## src/rtl/mem_copy_engine.sv

```systemverilog
// rtl/mem_copy_engine.sv - dual-port RAM block copy engine; optional checksum output via COPY_CHECKSUM_EN
module mem_copy_engine #(
    parameter int ADDR_W = 12,
    parameter int DATA_W = 12
) (
    input  logic              clk,
    input  logic              reset,
    input  logic              start,
    input  logic [ADDR_W-1:0] src_addr,
    input  logic [ADDR_W-1:0] dst_addr,
    input  logic [ADDR_W-1:0] length,
    output logic              busy,
    output logic              done,
    output logic [ADDR_W-1:0] ram_addr1,
    output logic [DATA_W-1:0] ram_datain1,
    output logic              ram_we1,
    input  logic [DATA_W-1:0] ram_dataout1,
    output logic [ADDR_W-1:0] ram_addr2,
    output logic [DATA_W-1:0] ram_datain2,
`ifdef COPY_CHECKSUM_EN
    output logic              ram_we2,
    output logic [DATA_W-1:0] checksum
`else
    output logic              ram_we2
`endif
);

    typedef enum logic [1:0] {
        S_IDLE = 2'd0,
        S_RUN  = 2'd1,
        S_DONE = 2'd2
    } state_t;

    state_t state, state_nx;

    logic [ADDR_W-1:0] src_q, dst_q, len_q;
    logic [ADDR_W:0]   rd_idx, wr_idx;
    logic              rd_pend;
    logic [ADDR_W-1:0] addr1_q, addr2_q;

    logic              accept;
    logic              rd_go, wr_go, wr_last;
    logic [ADDR_W-1:0] rd_addr, wr_addr;

    assign accept  = (state == S_IDLE) && start;
    assign rd_go   = (state == S_RUN) && (rd_idx < {1'b0, len_q});
    assign wr_go   = (state == S_RUN) && rd_pend;
    assign wr_last = wr_go && (wr_idx == ({1'b0, len_q} - 1'b1));
    assign rd_addr = src_q + rd_idx[ADDR_W-1:0];
    assign wr_addr = dst_q + wr_idx[ADDR_W-1:0];

    always_ff @(posedge clk) begin
        if (reset) begin
            state <= S_IDLE;
        end else begin
            state <= state_nx;
        end
    end

    always_comb begin
        state_nx = state;
        case (state)
            S_IDLE: begin
                if (start) begin
                    state_nx = (length != '0) ? S_RUN : S_DONE;
                end
            end
            S_RUN: begin
                if (wr_last) begin
                    state_nx = S_DONE;
                end
            end
            S_DONE:  state_nx = S_IDLE;
            default: state_nx = S_IDLE;
        endcase
    end

    // Addresses show the live access, otherwise the last one issued.
    // Reset suppresses a write that would coincide with the resetting edge.
    always_comb begin
        busy        = (state == S_RUN);
        done        = (state == S_DONE);
        ram_addr1   = rd_go ? rd_addr : addr1_q;
        ram_addr2   = wr_go ? wr_addr : addr2_q;
        ram_we1     = 1'b0;
        ram_datain1 = '0;
        ram_we2     = wr_go && !reset;
        ram_datain2 = ram_dataout1;
    end

    always_ff @(posedge clk) begin
        if (reset) begin
            rd_pend <= 1'b0;
            addr1_q <= '0;
            addr2_q <= '0;
            rd_idx  <= '0;
            wr_idx  <= '0;
            src_q   <= '0;
            dst_q   <= '0;
            len_q   <= '0;
        end else if (accept) begin
            src_q   <= src_addr;
            dst_q   <= dst_addr;
            len_q   <= length;
            rd_idx  <= '0;
            wr_idx  <= '0;
            rd_pend <= 1'b0;
        end else if (state == S_RUN) begin
            rd_pend <= rd_go;
            if (rd_go) begin
                rd_idx  <= rd_idx + 1'b1;
                addr1_q <= rd_addr;
            end
            if (wr_go) begin
                wr_idx  <= wr_idx + 1'b1;
                addr2_q <= wr_addr;
            end
        end else begin
            rd_pend <= 1'b0;
        end
    end

`ifdef COPY_CHECKSUM_EN
    always_ff @(posedge clk) begin
        if (reset || accept) begin
            checksum <= '0;
        end else if (wr_go) begin
            checksum <= checksum + ram_dataout1;
        end
    end
`endif

endmodule

```

## config.mk

```make
export PLATFORM = sky130hd
export DESIGN_NAME = mem_copy_engine
export DESIGN_NICKNAME = d
export VERILOG_FILES = /design/src/rtl/mem_copy_engine.sv
export SDC_FILE = /design/constraint.sdc
export NUM_CORES = 1
export LEC_CHECK = 0
export CAP_MARGIN = 10
export CORE_MARGIN = 2
export CORE_UTILIZATION = 53
export DETAILED_ROUTE_END_ITERATION = 8
export DONT_BUFFER_PORTS = 1
export GPL_TIMING_DRIVEN = 0
export MAX_ROUTING_LAYER = met4
export PLACE_DENSITY = 0.74
export SYNTH_ARGS = -nofsm -noshare
export SYNTH_HDL_FRONTEND = slang
export SYNTH_SLANG_ARGS = --single-unit
```

## constraint.sdc

```tcl
create_clock -name clk -period 2.8 [get_ports clk]
set_clock_uncertainty 0.05 [all_clocks]
set_input_delay 0.56 -clock clk [delete_from_list [all_inputs] [get_ports clk]]
set_output_delay 0.56 -clock clk [all_outputs]
set_load 0.005 [all_outputs]
```

==> summary.md <==
| Metric | Value |
|---|---|
| Post-Syn Area | `5380 um^2` |
| Non-filler instance count after layout | `851` |
| Worst reg-to-reg path cell count | `9` |
| Wire length of the first global-routing pass | `approximately 22000 um` |
| Max-slew headroom at the worst pin | `0.482` |
| Clock Path Buffers | `2` |
| Achievable clock frequency | `0.329 GHz` |
| TritonCTS Buffers | `9` |
| Total via count in the routed design | `4899` |
| Number of vias per cell after detailed routing | `5.76` |
| Share of synthesized area occupied by flip-flops and latches | `0.331` |
| CTS HTree Levels | `3` |
| Peak fanout along the critical path | `7` |
| CTS tree | `built` |
| Total global routing overflow | `0` |
| Overall die height | `105 um` |
| Top flip-flop cell by instance count after synthesis | `dfxtp_1` |
| Area overhead of the layout relative to synthesis | `22.3%` |
| Leading cell types in the layout, fill and taps excluded | `nand2_1 (107), dfxtp_1 (59), buf_4 (53), a21oi_1 (51), nor2_1 (49)` |
| Transition time at the pin with the least slew margin | `778 ps` |
| Initial detailed-routing violation count | `roughly 320` |
| Async set-reset flop share out of synthesis | `0` |
| Hold Buf Count CTS | `0` |
| Top-level port count | `103` |
| Net count reported at finish | `803` |
| Failing checks | `setup timing` |
| Kind of critical path | `reg2out` |
| Number of nets still failing antenna checks after routing | `0` |
| Total length of routed wires | `14500 um` |
| Clock transition time at the flip-flop clock pins of the worst setup and hold paths | `100 ps` |
| Maximum number of pins on one net before global-route repair | `15` |
| Number of distinct library cells after synthesis | `63` |
| Max-cap violations | `0` |
| Endpoint required time on the critical path | `roughly 2200 ps` |
| Share of layout cells above drive strength 1 | `0.274` |
| Unrepaired setup endpoints after global routing | `true` |
| Setup-violating endpoint count in the final report | `16` |
| RePlAce Congestion | `roughly 0.93` |
| Number of antenna violations at the first check in global routing | `0` |
| Kind of end point of the critical path | `output pin` |
| Final hold violation count | `0` |
| Critical hold path startpoint | `length[0]` |
| Gate Count Post-Synth | `660` |
| Peak supply drop | `0.261 mV` |
| Placeable core region | `9820 um^2` |
| Total of buffers placed on input and output ports | `0` |
| Average footprint of a synthesized cell | `8.15 um^2` |
| Power density of the placed cells | `432 nW/um^2` |
| Min-Delay Endpoint | `len_q[0]` |
| Total Die Area | `11000 um^2` |
| Length of the first detailed-routing pass in iterations | `5` |
| Min-Delay Path Class | `in2reg` |
| Leakage power of the design | `2.57 nW` |
| Result of the run | `finished with violations` |
| Flip-flop and latch count after synthesis | `89` |
| Root Buffer | `clkbuf_8` |
| Tcrit/Tclk final | `1.09` |
| Final sum of negative setup slack | `-2320 ps` |
| Remaining design rule violation count | `0` |
| Clock sink total | `89` |
| Warnings, synthesis | `0` |
| Worst-skew pair later-pin latency | `370 ps` |
| Reg-to-reg startpoint | `len_q[0]` |
| Worst reg2reg endpoint | `state[0]` |
| Number of enable flip-flop cells after synthesis | `0` |
| Setup slack, reg-to-reg | `230 ps` |
| Post-detailed-route wirelength per cell | `17.0 um` |
| Placed cells | `between 800 and 900` |
| Min-Delay Path Depth | `2` |
| Final Worst Setup Slack | `-241 ps` |
| Type of element launching the critical path | `flop` |
| Number of diodes | `0` |
| Total count of max-transition violations in the final report | `0` |
| HPWL reported at the end of detailed placement | `9820 um` |
| Post-layout min period | `about 3000 ps` |
| CP arrival | `2430 ps` |
| Most frequent standard cell in the layout excluding fill and tap cells | `nand2_1` |
| Initial cell density of the core | `0.548` |
| Number of global-route vias before repair | `between 4000 and 5000` |
| Overall Global Routing Usage | `0.258` |
| Standard-cell rows | `36` |
| Die Width | `105 um` |
-- synth_stat cells, types with 4 or more instances --
master | n | area [um^2]
ha_1 | 36 | 450
a211oi_1 | 12 | 90.1
nand2_1 | 110 | 413
dfxtp_1 | 89 | 1780
a21o_1 | 7 | 52.6
nor3_1 | 7 | 35.0
mux2_1 | 9 | 101
nor2b_1 | 25 | 156
o21ai_1 | 10 | 50.1
o21a_1 | 6 | 45.0
nor2_1 | 52 | 195
xor2_1 | 22 | 193
a31oi_1 | 6 | 37.5
or3_1 | 4 | 25.0
buf_4 | 25 | 188
inv_1 | 25 | 93.8
nand3_1 | 16 | 80.1
clkbuf_1 | 22 | 82.6
nand4_1 | 16 | 100
nand2b_1 | 5 | 31.3
a21oi_1 | 62 | 310
nor4_1 | 6 | 37.5
xnor2_1 | 26 | 228
-- through the flow --
stage,hold WS [ps],utilization,total power [mW],area [um^2],worst slack (ps)
after floorplan,387,-,1.72,5420,19.3
after global placement,396,0.569,1.80,5590,-316
after detailed placement,402,0.569,1.82,5590,-398
after CTS,253,0.643,2.81,6320,-184
after global routing,267,0.669,2.95,6570,-284
final,259,0.669,2.84,6570,-241
-- final cells by class --
| type | count | area [um^2] |
|---|---|---|
| flip-flops and latches | 89 | 1860 |
| inverters | 25 | 104 |
| multi-input cells | 501 | 3610 |
| well taps | 133 | 166 |
| clock buffers | 11 | 151 |
| plain buffers | 57 | 384 |
| fillers | 767 | 3250 |
| clock inverters | 4 | 52.6 |
| repair buffers | 31 | 244 |
-- worst max-delay path, cell delays in order (launching register included) --
cell     delay (ps)
dfxtp_4         390
inv_4            50
ha_4            250
nand2_2          50
o21ai_2         130
a21oi_2         100
o31ai_4         330
nand2_2         170
buf_6           180
buf_8           130
buf_6           120
a21oi_4         160
-- power by group --
group	internal, mW	switching [mW]	leakage (nW)	total, mW
clock network	0.458	0.471	0.105	0.929
registers	1.31	0.0381	0.742	1.34
logic	0.248	0.316	1.73	0.565
-- worst max path at each step --
stage,start,to,slack [ps],cells past startpoint
3_5_place_dp,len_q[7],ram_addr1[2],-400,11
4_1_cts,len_q[7],ram_addr1[5],-180,9
2_1_floorplan,len_q[7],ram_addr1[1],20,11
5_1_grt,len_q[1],ram_addr1[2],-280,11
3_3_place_gp,len_q[7],ram_addr1[1],-320,11
6_report,len_q[1],ram_addr1[2],-240,11
-- metal layers --
layer | up-vias | global-route usage | share of wire
met5 | - | - | 0
met2 | 217 | 0.410 | 0.47
met4 | 0 | 0.0981 | 0.030
met1 | 2306 | 0.336 | 0.43
met3 | 30 | 0.0337 | 0.078
li1 | 2346 | - | -
-- cells by family after synthesis --
group	after synthesis	synth area share
flops	89	0.331
compound gates	132	0.159
fa+ha+maj	38	0.0912
other cells	1	0.000697
xor+xnor	48	0.0782
mux	13	0.0265
simple gates	257	0.227
buf+inv	82	0.0856
-- sequential cells by signal, indices dropped and copies added, names as in the netlist, 2 cells and up --
register,cells
addr1_q,12
addr2_q,12
dst_q,12
len_q,12
rd_idx,13
src_q,12
state,2
wr_idx,13
-- repair_timing --
item                                    CTS  global route
cloned                                    1             0
pin swaps                                35            28
gates resized for setup                 118            40
setup buffers                            17            13
endpoints found under the setup margin   24            18
(Power assumes the default switching activity.)
